==> config.mk <==
export PLATFORM = sky130hd
export DESIGN_NAME = resnet_stream_scheduler
export DESIGN_NICKNAME = d
export VERILOG_FILES = /design/src/rtl/resnet_sched_pkg.sv /design/src/rtl/stream_prefetch_fifo.sv /design/src/rtl/resnet_stream_scheduler.sv
export SDC_FILE = /design/constraint.sdc
export NUM_CORES = 1
export LEC_CHECK = 0
export CORE_MARGIN = 10
export CORE_UTILIZATION = 30
export DETAILED_ROUTE_END_ITERATION = 10
export DONT_BUFFER_PORTS = 1
export PLACE_DENSITY = 0.52
export SLEW_MARGIN = 20
export SYNTH_ARGS = -nofsm -noshare
export SYNTH_HDL_FRONTEND = slang
export SYNTH_SLANG_ARGS = --single-unit
==> constraint.sdc <==
create_clock -name clk -period 8.55 [get_ports clk]
set_clock_uncertainty 0.15 [all_clocks]
set_input_delay 0.855 -clock clk [delete_from_list [all_inputs] [get_ports clk]]
set_output_delay 0.855 -clock clk [all_outputs]
set_load 0.05 [all_outputs]
==> src/rtl/resnet_sched_pkg.sv <==
`default_nettype none
// ============================================================================
//  Module      : resnet_sched_pkg
//  Description : Shared types and default widths for the ResNet stream scheduler.
//  Revision    : 1.0 - initial release
// ============================================================================
package resnet_sched_pkg;

    localparam int DEF_DATA_W = 16;
    localparam int DEF_ADDR_W = 16;
    localparam int DEF_CNT_W  = 20;

    typedef enum logic [1:0] {
        IDLE = 2'd0,
        RUN  = 2'd1,
        DONE = 2'd2
    } sched_state_e;

    typedef enum logic {
        STR_IN  = 1'b0,
        STR_KER = 1'b1
    } stream_id_e;

endpackage
`default_nettype wire

==> src/rtl/stream_prefetch_fifo.sv <==
`default_nettype none
// ============================================================================
//  Module      : stream_prefetch_fifo
//  Description : Small prefetch FIFO with a same-cycle readable head.
//  Revision    : 1.0 - initial release
// ============================================================================
module stream_prefetch_fifo #(
    parameter int DATA_W     = 16,
    parameter int FIFO_DEPTH = 4
) (
    input  logic                            clk,
    input  logic                            rst,
    input  logic                            clear,
    input  logic                            push,
    input  logic [DATA_W-1:0]               push_data,
    input  logic                            pop,
    output logic [DATA_W-1:0]               head,
    output logic [$clog2(FIFO_DEPTH+1)-1:0] count,
    output logic                            empty,
    output logic                            underflow
);
    localparam int PTR_W = (FIFO_DEPTH > 1) ? $clog2(FIFO_DEPTH) : 1;
    localparam int CW    = $clog2(FIFO_DEPTH + 1);

    logic [DATA_W-1:0] mem_q [FIFO_DEPTH];
    logic [PTR_W-1:0]  rd_ptr_q, rd_ptr_d;
    logic [PTR_W-1:0]  wr_ptr_q, wr_ptr_d;
    logic [CW-1:0]     count_q, count_d;
    logic [DATA_W-1:0] last_q, last_d;
    logic              w_pop_ok;
    logic              w_push_ok;
    logic              w_full;

    always_comb begin
        w_full    = (count_q == CW'(FIFO_DEPTH));
        w_pop_ok  = pop && (count_q != '0);
        w_push_ok = push && !clear && (!w_full || w_pop_ok);
        rd_ptr_d  = rd_ptr_q;
        wr_ptr_d  = wr_ptr_q;
        count_d   = count_q;
        last_d    = last_q;
        if (clear) begin
            rd_ptr_d = '0;
            wr_ptr_d = '0;
            count_d  = '0;
        end else begin
            if (w_push_ok) begin
                wr_ptr_d = wr_ptr_q + PTR_W'(1);
            end
            // Remember the popped word so an empty FIFO keeps presenting it.
            if (w_pop_ok) begin
                rd_ptr_d = rd_ptr_q + PTR_W'(1);
                last_d   = mem_q[rd_ptr_q];
            end
            if (w_push_ok && !w_pop_ok) begin
                count_d = count_q + CW'(1);
            end else if (w_pop_ok && !w_push_ok) begin
                count_d = count_q - CW'(1);
            end
        end
    end

    always_ff @(posedge clk or posedge rst) begin
        if (rst) begin
            rd_ptr_q <= '0;
            wr_ptr_q <= '0;
            count_q  <= '0;
            last_q   <= '0;
        end else begin
            rd_ptr_q <= rd_ptr_d;
            wr_ptr_q <= wr_ptr_d;
            count_q  <= count_d;
            last_q   <= last_d;
        end
    end

    always_ff @(posedge clk) begin
        if (w_push_ok) begin
            mem_q[wr_ptr_q] <= push_data;
        end
    end

    assign empty     = (count_q == '0);
    assign count     = count_q;
    assign head      = empty ? last_q : mem_q[rd_ptr_q];
    assign underflow = pop && empty;

endmodule
`default_nettype wire

==> src/rtl/resnet_stream_scheduler.sv <==
`default_nettype none
// ============================================================================
//  Module      : resnet_stream_scheduler
//  Description : Round-robin prefetch of input/kernel streams from one memory port.
//  Revision    : 1.0 - initial release
// ============================================================================
module resnet_stream_scheduler
    import resnet_sched_pkg::*;
#(
    parameter int DATA_W     = DEF_DATA_W,
    parameter int ADDR_W     = DEF_ADDR_W,
    parameter int CNT_W      = DEF_CNT_W,
    parameter int FIFO_DEPTH = 4,
    parameter int MEM_LAT    = 2
) (
    input  logic              clk,
    input  logic              rst,
    input  logic              flush,
    input  logic              start,
    input  logic [ADDR_W-1:0] cfg_in_base,
    input  logic [ADDR_W-1:0] cfg_ker_base,
    input  logic [CNT_W-1:0]  cfg_in_words,
    input  logic [CNT_W-1:0]  cfg_ker_words,
    input  logic [CNT_W-1:0]  cfg_out_words,
    input  logic              in_rd_en,
    input  logic              ker_rd_en,
    output logic [DATA_W-1:0] in_rd_data,
    output logic [DATA_W-1:0] ker_rd_data,
    input  logic              out_wr_valid,
    output logic              mem_req,
    output logic [ADDR_W-1:0] mem_addr,
    input  logic [DATA_W-1:0] mem_rdata,
    output logic              busy,
    output logic              done,
    output logic              underflow_err
);
    localparam int FCNT_W = $clog2(FIFO_DEPTH + 1);
    localparam int OCC_W  = $clog2(FIFO_DEPTH + MEM_LAT + 2) + 1;

    sched_state_e      state_q, state_d;
    stream_id_e        last_q, last_d;
    stream_id_e        req_id_q, req_id_d;
    logic [ADDR_W-1:0] in_base_q, in_base_d, ker_base_q, ker_base_d;
    logic [CNT_W-1:0]  in_words_q, in_words_d, ker_words_q, ker_words_d;
    logic [CNT_W-1:0]  out_words_q, out_words_d, out_cnt_q, out_cnt_d;
    logic [CNT_W-1:0]  fetched_in_q, fetched_in_d, fetched_ker_q, fetched_ker_d;
    logic              mem_req_q, mem_req_d;
    logic [ADDR_W-1:0] mem_addr_q, mem_addr_d;
    logic [MEM_LAT-1:0] tag_vld_q, tag_vld_d, tag_id_q, tag_id_d;
    logic              underflow_q, underflow_d;

    logic              w_start_ok, w_active;
    logic [ADDR_W-1:0] w_eff_in_base, w_eff_ker_base, w_req_addr;
    logic [CNT_W-1:0]  w_eff_in_words, w_eff_ker_words;
    logic [CNT_W-1:0]  w_eff_fetched_in, w_eff_fetched_ker;
    stream_id_e        w_eff_last, w_grant;
    logic              w_grant_vld, w_elig_in, w_elig_ker;
    logic [OCC_W-1:0]  w_infl_in, w_infl_ker, w_occ_in, w_occ_ker;
    logic [FCNT_W-1:0] w_in_count, w_ker_count;
    logic              w_in_empty, w_ker_empty, w_in_uf, w_ker_uf;
    logic              w_in_push, w_ker_push;

    // Outstanding words per stream: issue stage plus every tag still in flight.
    always_comb begin
        w_infl_in  = '0;
        w_infl_ker = '0;
        if (mem_req_q) begin
            if (req_id_q == STR_IN) w_infl_in  = w_infl_in + OCC_W'(1);
            else                    w_infl_ker = w_infl_ker + OCC_W'(1);
        end
        for (int i = 0; i < MEM_LAT; i++) begin
            if (tag_vld_q[i]) begin
                if (tag_id_q[i] == logic'(STR_IN)) w_infl_in  = w_infl_in + OCC_W'(1);
                else                               w_infl_ker = w_infl_ker + OCC_W'(1);
            end
        end
    end

    always_comb begin
        w_start_ok        = start && !flush && (state_q != RUN);
        w_active          = !flush && ((state_q == RUN) || w_start_ok);
        w_eff_in_base     = w_start_ok ? cfg_in_base   : in_base_q;
        w_eff_ker_base    = w_start_ok ? cfg_ker_base  : ker_base_q;
        w_eff_in_words    = w_start_ok ? cfg_in_words  : in_words_q;
        w_eff_ker_words   = w_start_ok ? cfg_ker_words : ker_words_q;
        w_eff_fetched_in  = w_start_ok ? '0 : fetched_in_q;
        w_eff_fetched_ker = w_start_ok ? '0 : fetched_ker_q;
        w_eff_last        = w_start_ok ? STR_KER : last_q;
        // A pop in this cycle frees its slot before the new request can land.
        w_occ_in   = OCC_W'(w_in_count) + w_infl_in - OCC_W'(in_rd_en && !w_in_empty);
        w_occ_ker  = OCC_W'(w_ker_count) + w_infl_ker - OCC_W'(ker_rd_en && !w_ker_empty);
        w_elig_in  = w_active && (w_eff_fetched_in < w_eff_in_words)
                     && (w_occ_in < OCC_W'(FIFO_DEPTH));
        w_elig_ker = w_active && (w_eff_fetched_ker < w_eff_ker_words)
                     && (w_occ_ker < OCC_W'(FIFO_DEPTH));
        w_grant_vld = w_elig_in || w_elig_ker;
        if (w_elig_in && w_elig_ker) begin
            w_grant = (w_eff_last == STR_IN) ? STR_KER : STR_IN;
        end else begin
            w_grant = w_elig_in ? STR_IN : STR_KER;
        end
        w_req_addr = (w_grant == STR_IN) ? (w_eff_in_base + ADDR_W'(w_eff_fetched_in))
                                         : (w_eff_ker_base + ADDR_W'(w_eff_fetched_ker));
    end

    always_comb begin
        state_d       = state_q;
        last_d        = last_q;
        in_base_d     = in_base_q;
        ker_base_d    = ker_base_q;
        in_words_d    = in_words_q;
        ker_words_d   = ker_words_q;
        out_words_d   = out_words_q;
        out_cnt_d     = out_cnt_q;
        fetched_in_d  = fetched_in_q;
        fetched_ker_d = fetched_ker_q;
        mem_req_d     = 1'b0;
        mem_addr_d    = mem_addr_q;
        req_id_d      = req_id_q;
        tag_vld_d     = (tag_vld_q << 1) | MEM_LAT'(mem_req_q);
        tag_id_d      = (tag_id_q << 1) | MEM_LAT'(req_id_q);
        underflow_d   = underflow_q;
        if (flush) begin
            state_d       = IDLE;
            last_d        = STR_KER;
            out_cnt_d     = '0;
            fetched_in_d  = '0;
            fetched_ker_d = '0;
            mem_addr_d    = '0;
            tag_vld_d     = '0;
        end else begin
            if (w_start_ok) begin
                state_d       = RUN;
                last_d        = STR_KER;
                in_base_d     = cfg_in_base;
                ker_base_d    = cfg_ker_base;
                in_words_d    = cfg_in_words;
                ker_words_d   = cfg_ker_words;
                out_words_d   = cfg_out_words;
                out_cnt_d     = '0;
                fetched_in_d  = '0;
                fetched_ker_d = '0;
                underflow_d   = 1'b0;
            end else if (state_q == RUN) begin
                out_cnt_d = out_cnt_q + CNT_W'(out_wr_valid);
                if (out_cnt_d >= out_words_q) state_d = DONE;
            end
            if (w_grant_vld) begin
                mem_req_d  = 1'b1;
                mem_addr_d = w_req_addr;
                req_id_d   = w_grant;
                last_d     = w_grant;
                if (w_grant == STR_IN) fetched_in_d  = w_eff_fetched_in + CNT_W'(1);
                else                   fetched_ker_d = w_eff_fetched_ker + CNT_W'(1);
            end
        end
        if (w_in_uf || w_ker_uf) underflow_d = 1'b1;
    end

    always_ff @(posedge clk or posedge rst) begin
        if (rst) begin
            state_q       <= IDLE;
            last_q        <= STR_KER;
            req_id_q      <= STR_IN;
            in_base_q     <= '0;
            ker_base_q    <= '0;
            in_words_q    <= '0;
            ker_words_q   <= '0;
            out_words_q   <= '0;
            out_cnt_q     <= '0;
            fetched_in_q  <= '0;
            fetched_ker_q <= '0;
            mem_req_q     <= 1'b0;
            mem_addr_q    <= '0;
            tag_vld_q     <= '0;
            tag_id_q      <= '0;
            underflow_q   <= 1'b0;
        end else begin
            state_q       <= state_d;
            last_q        <= last_d;
            req_id_q      <= req_id_d;
            in_base_q     <= in_base_d;
            ker_base_q    <= ker_base_d;
            in_words_q    <= in_words_d;
            ker_words_q   <= ker_words_d;
            out_words_q   <= out_words_d;
            out_cnt_q     <= out_cnt_d;
            fetched_in_q  <= fetched_in_d;
            fetched_ker_q <= fetched_ker_d;
            mem_req_q     <= mem_req_d;
            mem_addr_q    <= mem_addr_d;
            tag_vld_q     <= tag_vld_d;
            tag_id_q      <= tag_id_d;
            underflow_q   <= underflow_d;
        end
    end

    assign w_in_push  = tag_vld_q[MEM_LAT-1] && (tag_id_q[MEM_LAT-1] == logic'(STR_IN));
    assign w_ker_push = tag_vld_q[MEM_LAT-1] && (tag_id_q[MEM_LAT-1] == logic'(STR_KER));

    stream_prefetch_fifo #(.DATA_W(DATA_W), .FIFO_DEPTH(FIFO_DEPTH)) u_in_fifo (
        .clk(clk), .rst(rst), .clear(flush),
        .push(w_in_push), .push_data(mem_rdata), .pop(in_rd_en),
        .head(in_rd_data), .count(w_in_count), .empty(w_in_empty), .underflow(w_in_uf)
    );

    stream_prefetch_fifo #(.DATA_W(DATA_W), .FIFO_DEPTH(FIFO_DEPTH)) u_ker_fifo (
        .clk(clk), .rst(rst), .clear(flush),
        .push(w_ker_push), .push_data(mem_rdata), .pop(ker_rd_en),
        .head(ker_rd_data), .count(w_ker_count), .empty(w_ker_empty), .underflow(w_ker_uf)
    );

    assign mem_req       = mem_req_q;
    assign mem_addr      = mem_addr_q;
    assign busy          = (state_q == RUN);
    assign done          = (state_q == DONE);
    assign underflow_err = underflow_q;

endmodule
`default_nettype wire

==> results of run 1 <==
-- worst max-delay path, stage by stage (launching register included) --
cell and delay [ns]:
sky130_fd_sc_hd__dfrtp_1 0.40, sky130_fd_sc_hd__nand2b_1 0.38, sky130_fd_sc_hd__inv_2 0.33, sky130_fd_sc_hd__nor2_4 0.54, sky130_fd_sc_hd__buf_4 0.61, sky130_fd_sc_hd__nand2_1 0.11
sky130_fd_sc_hd__nand2_1 0.10, sky130_fd_sc_hd__inv_1 0.05, sky130_fd_sc_hd__ha_1 0.29, sky130_fd_sc_hd__a21o_1 0.17, sky130_fd_sc_hd__a211o_1 0.29, sky130_fd_sc_hd__a41o_1 0.21
sky130_fd_sc_hd__a32o_1 0.23, sky130_fd_sc_hd__nor4b_1 0.38, sky130_fd_sc_hd__a21oi_2 0.05, sky130_fd_sc_hd__buf_4 0.27, sky130_fd_sc_hd__inv_1 0.54, sky130_fd_sc_hd__nor2_1 0.16
sky130_fd_sc_hd__a221oi_1 0.34, sky130_fd_sc_hd__o31ai_1 0.11
-- placed cells by master (no fill, tap or decap), types with 5 or more instances in the layout --
cell type	n
sky130_fd_sc_hd__nor2_1	96
sky130_fd_sc_hd__and3_1	19
sky130_fd_sc_hd__mux2i_1	12
sky130_fd_sc_hd__clkbuf_1	15
sky130_fd_sc_hd__nand2b_1	8
sky130_fd_sc_hd__o211ai_1	14
sky130_fd_sc_hd__o21ai_0	66
sky130_fd_sc_hd__nand4_1	26
sky130_fd_sc_hd__maj3_1	5
sky130_fd_sc_hd__a21o_1	28
sky130_fd_sc_hd__dfrtp_1	223
sky130_fd_sc_hd__mux4_2	32
sky130_fd_sc_hd__o31ai_1	7
sky130_fd_sc_hd__clkbuf_8	6
sky130_fd_sc_hd__inv_1	104
sky130_fd_sc_hd__nand3_1	36
sky130_fd_sc_hd__mux2_2	73
sky130_fd_sc_hd__nand2_1	358
sky130_fd_sc_hd__a22o_1	7
sky130_fd_sc_hd__xnor2_1	51
sky130_fd_sc_hd__edfxtp_1	128
sky130_fd_sc_hd__nor3_1	19
sky130_fd_sc_hd__nor2b_1	8
sky130_fd_sc_hd__xor2_1	26
sky130_fd_sc_hd__nor4_1	12
sky130_fd_sc_hd__buf_4	15
sky130_fd_sc_hd__ha_1	106
sky130_fd_sc_hd__and2_1	44
sky130_fd_sc_hd__a211oi_1	13
sky130_fd_sc_hd__a31oi_1	11
sky130_fd_sc_hd__clkbuf_16	42
sky130_fd_sc_hd__or2_2	5
sky130_fd_sc_hd__a31o_2	7
sky130_fd_sc_hd__and4_1	5
sky130_fd_sc_hd__a21oi_1	51
-- where the power goes --
| part | leakage [nW] | internal [W] | switching (W) |
|---|---|---|---|
| combinational | 4.40 | 0.000698 | 0.00151 |
| sequential | 4.03 | 0.00201 | 0.000281 |
| clock | 0.677 | 0.00107 | 0.000756 |
| total | 9.11 | 0.00378 | 0.00254 |
-- state kept, by name (all words and copies together) (netlist names), 3 cells and up --
name	count
fetched_in_q	20
fetched_ker_q	20
in_base_q	16
in_words_q	20
ker_base_q	16
ker_words_q	20
mem_addr	16
out_cnt_q	20
out_words_q	20
u_in_fifo.count	3
u_in_fifo.last_q	16
u_in_fifo.mem_q	64
u_ker_fifo.count	3
u_ker_fifo.last_q	16
u_ker_fifo.mem_q	64
-- worst paths after layout --
| check | startpoint | to | slack [ns] | cells after the start |
|---|---|---|---|---|
| max | state_q[0] | mem_addr[15] | 2.63 | 19 |
| min | rst | out_words_q[3] | 0.12 | 1 |
| max reg2reg | state_q[0] | mem_addr[15] | 2.63 | 19 |
| min reg2reg | tag_id_q[0] | tag_id_q[1] | 0.27 | 0 |
| max in group asynchronous | rst | u_in_fifo.last_q[1] | 6.65 | 2 |
| min in group clk | mem_rdata[8] | u_in_fifo.mem_q[3][8] | 0.20 | 0 |
-- metrics by stage --
| stage | instance area, um^2 | total power, W | std cells | utilization [%] | setup WS, ns |
|---|---|---|---|---|---|
| 2_1_floorplan | 18600 | 0.00405 | 1752 | - | 1.41 |
| 3_3_place_gp | 19500 | 0.00454 | 2530 | 31.6 | 2.80 |
| 3_5_place_dp | 19500 | 0.00458 | 2530 | 31.6 | 2.61 |
| 4_1_cts | 20900 | 0.00644 | 2607 | 33.9 | 2.60 |
| 5_1_grt | 20900 | 0.00671 | 2608 | 33.9 | 2.20 |
| 6_report | 20900 | 0.00632 | 2609 | 33.9 | 2.63 |
-- final cells by class --
type	count	area [um^2]	share of cell area, %
Sequential cell	352	9450	45.2
Multi-Input combinational cell	1220	8470	40.5
Clock buffer	63	1190	5.69
Tap cell	837	1050	5.01
Inverter	106	405	1.94
Clock inverter	14	228	1.09
Timing Repair Buffer	15	113	0.539
Antenna cell	2	5.00	0.0239
-- cell families (layout without fill, tap and decap cells) --
group	after synthesis	after routing	synth area share [%]
XOR/XNOR	77	77	3.63
AND/OR/NAND/NOR	664	664	16.2
AO/OA/AOI/OAI	247	247	8.76
adder cells (fa/ha/maj)	115	115	7.83
other	0	2	0
flip-flops	352	352	50.8
multiplexers	117	117	8.94
buffers and inverters	180	198	3.81
-- per-layer routing --
layer  up-vias  global-route usage (%)  part of all wire [%]
met4         2                    4.42                   2.3
met3        68                    3.79                   6.1
li1       6132                       -                     -
met1      6293                    16.1                    39
met2       271                    26.1                    52
met5         -                       0                 0.025
==> summary.json, run 1 <==
{
  "first_iter_violations": 870,
  "min-delay-path-class": "in2async",
  "drt.antenna.violating_nets": 0,
  "fmax_mhz": 169,
  "finalSetupViolCount": 0,
  "cp_data_required_time_ns": 8.85,
  "fp-row-count": 91,
  "synth.area.top_cells": "sky130_fd_sc_hd__dfrtp_1 30%, sky130_fd_sc_hd__edfxtp_1 21%, sky130_fd_sc_hd__nand2_1 7.2%",
  "netlist-cell-type-count": 76,
  "end_kind": "register",
  "drc_violation_count_after_routing": 0,
  "dominantRegCellSynth": "sky130_fd_sc_hd__dfrtp_1",
  "worst_hold_slack_ns": 0.119,
  "mapped_avg_cell_area_um2": 10.6,
  "synth-seq-cells": 352,
  "hpwlAfterDp_um": 36800,
  "wirelength_um": 51900,
  "synth_common_cells": "359 x sky130_fd_sc_hd__nand2_1, 223 x sky130_fd_sc_hd__dfrtp_1, 128 x sky130_fd_sc_hd__edfxtp_1",
  "path_clk_slew_ns": 0.06,
  "cap_viol_max_count": 0,
  "htree_num_levels": 2,
  "vias_per_cell": 4.89,
  "drive_above_1_share_pct": 12.2,
  "synth_enable_flop_cells": 128,
  "cts.hold.buffers_added": 0,
  "place.gp.congestion": 0.852,
  "fin_crit_sh_pct": 69.3,
  "crit_arrival_ns": 6.22,
  "ios": 167,
  "clkLatencyLatePin_ns": 0.59,
  "synth_largest_type_area_fraction_pct": 30.0,
  "number_of_antenna_violations_at_the_first_check_in_global_routing": 2,
  "number_of_instances_in_the_synthesized_netlist": 1752,
  "synth.most_common_cell": "sky130_fd_sc_hd__nand2_1",
  "yosys.area.top_type": "sky130_fd_sc_hd__dfrtp_1",
  "max_slew_violation_count": 0,
  "finalCriticalPeriod_ns": 5.92,
  "grt_max_degree": 130,
  "post_cts_buffers": 0,
  "area_growth_from_synthesis_to_layout_pct": 12.4,
  "maximum_count_of_clock_buffers_along_a_single_path": 3,
  "hold_violations": 0,
  "grt_first_pass_wirelength_um": 79000,
  "critical_path.max_fanout": 57,
  "drt_pass1_iterations": 8,
  "nNetsFinal": 1962,
  "mean_routed_wirelength_per_cell_um": 19.9,
  "overflow_left_after_global_routing": 0,
  "powerDensity_mw_per_mm2": 302,
  "route.vias.total": 12800,
  "post_synth_instance_area_mm2": 0.0186,
  "leakagePower_nw": 9.11,
  "synth-warning-count": 0,
  "max_slew.worst_pin.slew_ns": 1.13,
  "rsz0062_at_grt": "false",
  "chipHeight_um": 269,
  "cts-buffers-inserted": 42,
  "net_count_after_synthesis": 1977,
  "floorplan.die_area_mm2": 0.0724,
  "floorplan.core_area_mm2": 0.0616,
  "worst_slew_margin_rel_pct": 24.7,
  "grt_pass1_vias": 13000,
  "timing_worst_setup_path_type": "reg2reg",
  "synth-seq-area-share_pct": 50.8,
  "dieWidth_um": 269,
  "tns_ns": 0,
  "grt.total_usage_pct": 14.3,
  "clock_sinks": 352,
  "io_buffer_count": 0,
  "crit_path_start_kind": "register",
  "clock_tree_from_tritoncts": "yes",
  "cts_root_buffer": "sky130_fd_sc_hd__clkbuf_16",
  "initial_core_util_pct": 30.2,
  "async_reset_ff_share_pct": 63.6,
  "filler_cell_count": 6111,
  "status": "completed",
  "postCtsResizedCells": 0,
  "vdd.ir_drop.worst_mv": 0.216
}
Note: power is estimated with default switching activity, not from simulation.
==> run 2, diff against run 1 <==
--- a/config.mk
+++ b/config.mk
@@ -9,7 +9,7 @@
 export CORE_UTILIZATION = 30
 export DETAILED_ROUTE_END_ITERATION = 10
 export DONT_BUFFER_PORTS = 1
-export PLACE_DENSITY = 0.52
+export PLACE_DENSITY = 0.53
 export SLEW_MARGIN = 20
 export SYNTH_ARGS = -nofsm -noshare
 export SYNTH_HDL_FRONTEND = slang
==> constraint.sdc (replaced) <==
create_clock -name clk -period 4.8 [get_ports clk]
set_clock_uncertainty 0.15 [all_clocks]
set_input_delay 0.48 -clock clk [delete_from_list [all_inputs] [get_ports clk]]
set_output_delay 0.48 -clock clk [all_outputs]
set_load 0.05 [all_outputs]
==> run 2 against run 1 <==
  * Core utilization up 2.6 points
  * Non-clock buffer count up 148
  * Die area unchanged
  * Critical endpoint is now fetched_ker_q[8]
  * Largest cell class unchanged
  * Highest routed layer is now met4
==> summary.json, run 2 (synthesis gave the netlist of run 1 again) <==
{
  "status": "completed",
  "layout_top_registers": "u_in_fifo.mem_q x64, u_ker_fifo.mem_q x64",
  "max_slew.worst_pin.slew": {"value": 1.11, "unit": "ns", "change": "-0.0151 ns"},
  "filler_cell_count": {"value": 6006, "change": "-1.7%"},
  "drt_pass1_iterations": {"value": 5, "change": "-3"},
  "cellInternalPower": {"value": 0.00704, "unit": "W", "change": "+86%"},
  "dieWidth": {"value": 269, "unit": "um", "change": "unchanged"},
  "cts_root_buffer": "sky130_fd_sc_hd__clkbuf_16",
  "grt_first_pass_wirelength": {"value": 82200, "unit": "um", "change": "+4.1%"},
  "netSwitchingPower": {"value": 0.00465, "unit": "W", "change": "+83%"},
  "drive_above_1_share": {"value": 13.7, "unit": "%", "change": "+1.4 points"},
  "clock_tree_from_tritoncts": "yes",
  "drt.antenna.violating_nets": {"value": 0, "change": "unchanged"},
  "fmax": {"value": 221, "unit": "MHz", "change": "+31%"},
  "path_clk_slew": {"value": 0.06, "unit": "ns", "change": "about the same"},
  "vias_per_cell": {"value": 4.86, "change": "-0.63%"},
  "pwr-share-clk": {"value": 29.2, "unit": "%", "change": "+0.4 points"},
  "crit_path_start_kind": "register",
  "hold_violations": {"value": 0, "change": "unchanged"},
  "cp_data_required_time": {"value": 5.16, "unit": "ns", "change": "-3.69 ns"},
  "clock_sinks": {"value": 352, "change": "unchanged"},
  "finalPower": {"value": 0.0117, "unit": "W", "change": "+85%"},
  "power_frac_comb": {"value": 36.1, "unit": "%", "change": "+1.2 points"},
  "rsz0062_at_grt": "true",
  "timing.critical_path.cells": "nand2b_2, nand2_4, buf_12, buf_4, nand2_1, nand2_1, inv_1, ha_1, and4_1, a21oi_1, a31o_2, a21oi_1, o31ai_2, buf_4, a21oi_2, nor2_4, buf_4, a31o_2, a21oi_1",
  "power.sequential.fraction": {"value": 34.7, "unit": "%", "change": "-1.6 points"},
  "floorplan.core_area": {"value": 0.0616, "unit": "mm^2", "change": "unchanged"},
  "max_slew_violation_count": {"value": 0, "change": "unchanged"},
  "mean_routed_wirelength_per_cell": {"value": 19.4, "unit": "um", "change": "-2.6%"},
  "timing_worst_setup_path_type": "reg2reg",
  "layout.core_utilization": {"value": 36.5, "unit": "%", "change": "+2.6 points"},
  "htree_num_levels": {"value": 2, "change": "unchanged"},
  "min-delay-path-class": "in2reg",
  "first_iter_violations": {"value": 758, "change": "-13%"},
  "end_kind": "register",
  "worst_slew_margin_rel": {"value": 25.8, "unit": "%", "change": "+1.1 points"},
  "ios": {"value": 167, "change": "unchanged"},
  "drc_violation_count_after_routing": {"value": 0, "change": "unchanged"},
  "fp-row-count": {"value": 91, "change": "unchanged"},
  "cap_viol_max_count": {"value": 0, "change": "unchanged"},
  "placed_cells": {"value": 2564, "change": "+1.3%"},
  "tns": {"value": 0, "unit": "ns", "change": "unchanged"},
  "worst_hold_slack": {"value": 0.0400, "unit": "ns", "change": "-0.0790 ns"},
  "vdd.ir_drop.worst": {"value": 0.386, "unit": "mV", "change": "+79%"},
  "wirelength": {"value": 53500, "unit": "um", "change": "+3.1%"},
  "powerDensity": {"value": 519, "unit": "mW/mm^2", "change": "+72%"},
  "grt_max_degree": {"value": 125, "change": "-3.8%"},
  "cp_top_family": "compound AO/OA/AOI/OAI gates",
  "hpwlAfterDp": {"value": 36900, "unit": "um", "change": "+0.29%"},
  "most-common-layout-cells": "358 x sky130_fd_sc_hd__nand2_1, 223 x sky130_fd_sc_hd__dfrtp_1, 128 x sky130_fd_sc_hd__edfxtp_1",
  "worst-path-buf-inv": {"value": 5, "change": "unchanged"},
  "grt.total_usage": {"value": 14.7, "unit": "%", "change": "+0.39 points"},
  "leakagePower": {"value": 9.82, "unit": "nW", "change": "+7.9%"},
  "number_of_antenna_violations_at_the_first_check_in_global_routing": {"value": 6, "change": "+4"},
  "timing.critical_path.slowest_stage_cell": "sky130_fd_sc_hd__a21oi_2",
  "cts-buffers-inserted": {"value": 43, "change": "+2.4%"},
  "register_area": {"value": 0.00945, "unit": "mm^2", "change": "unchanged"},
  "layout.cells.most_common": "sky130_fd_sc_hd__nand2_1",
  "overflow_left_after_global_routing": {"value": 0, "change": "unchanged"},
  "fin_cells": {"value": 2762, "change": "+5.9%"},
  "critical_path.max_stage_delay": {"value": 0.64, "unit": "ns", "change": "+0.03 ns"},
  "grt_pass1_vias": {"value": 13900, "change": "+6.9%"},
  "initial_core_util": {"value": 30.2, "unit": "%", "change": "unchanged"},
  "io_buffer_count": {"value": 0, "change": "unchanged"},
  "clkLatencyLatePin": {"value": 0.59, "unit": "ns", "change": "about the same"},
  "nNetsFinal": {"value": 2111, "change": "+7.6%"},
  "maximum_count_of_clock_buffers_along_a_single_path": {"value": 3, "change": "unchanged"},
  "route.vias.total": {"value": 13400, "change": "+5.2%"},
  "crit_arrival": {"value": 4.89, "unit": "ns", "change": "-1.33 ns"},
  "finalSetupViolCount": {"value": 0, "change": "unchanged"},
  "critical_path.max_fanout": {"value": 40, "change": "-30%"},
  "fin_crit_sh": {"value": 94.3, "unit": "%", "change": "+25 points"},
  "area_occupied_by_multi_input_gates": {"value": 0.00851, "unit": "mm^2", "change": "+0.43%"},
  "floorplan.die_area": {"value": 0.0724, "unit": "mm^2", "change": "unchanged"},
  "chipHeight": {"value": 269, "unit": "um", "change": "unchanged"},
  "area_growth_from_synthesis_to_layout_pct": 20.9,
  "power_switching_share": {"value": 39.8, "unit": "%", "change": "-0.48 points"},
  "place.gp.congestion": {"value": 0.861, "change": "+1.1%"},
  "finalCriticalPeriod": {"value": 4.52, "unit": "ns", "change": "-1.40 ns"}
}
## run 2: cell types whose count changed in the layout (fill, tap and decap cells not counted), moves of 2 or more
cell | before | now
sky130_fd_sc_hd__inv_6 | 0 | 2
sky130_fd_sc_hd__bufinv_16 | 3 | 5
sky130_fd_sc_hd__clkinv_2 | 4 | 6
sky130_fd_sc_hd__dlygate4sd3_1 | 0 | 111
sky130_fd_sc_hd__clkinvlp_4 | 2 | 4
sky130_fd_sc_hd__buf_4 | 15 | 44
sky130_fd_sc_hd__buf_12 | 0 | 6
sky130_fd_sc_hd__diode_2 | 2 | 6
sky130_fd_sc_hd__clkbuf_1 | 15 | 9
## run 2: layer usage
layer / GRT usage (%) / vias to the layer above / part of all wire, % / wire (um)
met1: 17.0 / 6651 / 40 / 21500
met4: 4.52 / 0 / 2.3 / 1210
met3: 3.49 / 70 / 5.5 / 2920
met2: 26.5 / 271 / 52 / 27800
li1: - / 6437 / - / -
met5: 0 / - / 0 / 0
## run 2: metrics by stage
step / setup slack (ns) / cell area [um^2]
after global routing: -0.0507 / 22500
after CTS: 0.0761 / 22400
final: 0.275 / 22500
after global placement: 0.249 / 19800
after detailed placement: 0.126 / 19800
after floorplan: 0.0220 / 18600
## run 2: path summary, 6_finish.rpt
check	startpoint	to	slack, ns	cells after the start
max	state_q[1]	fetched_ker_q[8]	0.28	19
max reg2reg	state_q[1]	fetched_ker_q[8]	0.28	19
min	flush	fetched_in_q[5]	0.04	3
min reg2reg	tag_id_q[0]	tag_id_q[1]	0.27	0
min in group asynchronous	rst	out_cnt_q[19]	0.43	3
max in group asynchronous	rst	u_in_fifo.last_q[4]	3.39	3
## run 2: final cells by class
type / count / share of cell area, %
Sequential cell: 352 / 42.0
Multi-Input combinational cell: 1220 / 37.8
Timing Repair Buffer: 163 / 7.06
Clock buffer: 57 / 5.24
Tap cell: 837 / 4.66
Inverter: 106 / 1.79
Clock inverter: 21 / 1.37
Antenna cell: 6 / 0.0667
## run 2: what timing repair did
action	4_1_cts	5_1_grt
hold buffers	112	0
buffers inserted	0	1
setup endpoints to repair	0	43
hold endpoints to repair	489	0
resized for setup	0	7
## run 2: power by group through the flow
| stage | clock (W) | combinational, W | sequential, W |
|---|---|---|---|
| global route | 0.00362 | 0.00463 | 0.00411 |
| floorplan | 0 | 0.00321 | 0.00402 |
| global placement | 0 | 0.00406 | 0.00410 |
| CTS | 0.00351 | 0.00426 | 0.00406 |
| finish | 0.00341 | 0.00422 | 0.00405 |
| detailed placement | 0 | 0.00413 | 0.00412 |
## run 2: tightest hold or removal path, cell delays in order
cell and delay, ns:
sky130_fd_sc_hd__nor2_1 0.09, sky130_fd_sc_hd__o211ai_1 0.10, sky130_fd_sc_hd__nand2_1 0.05
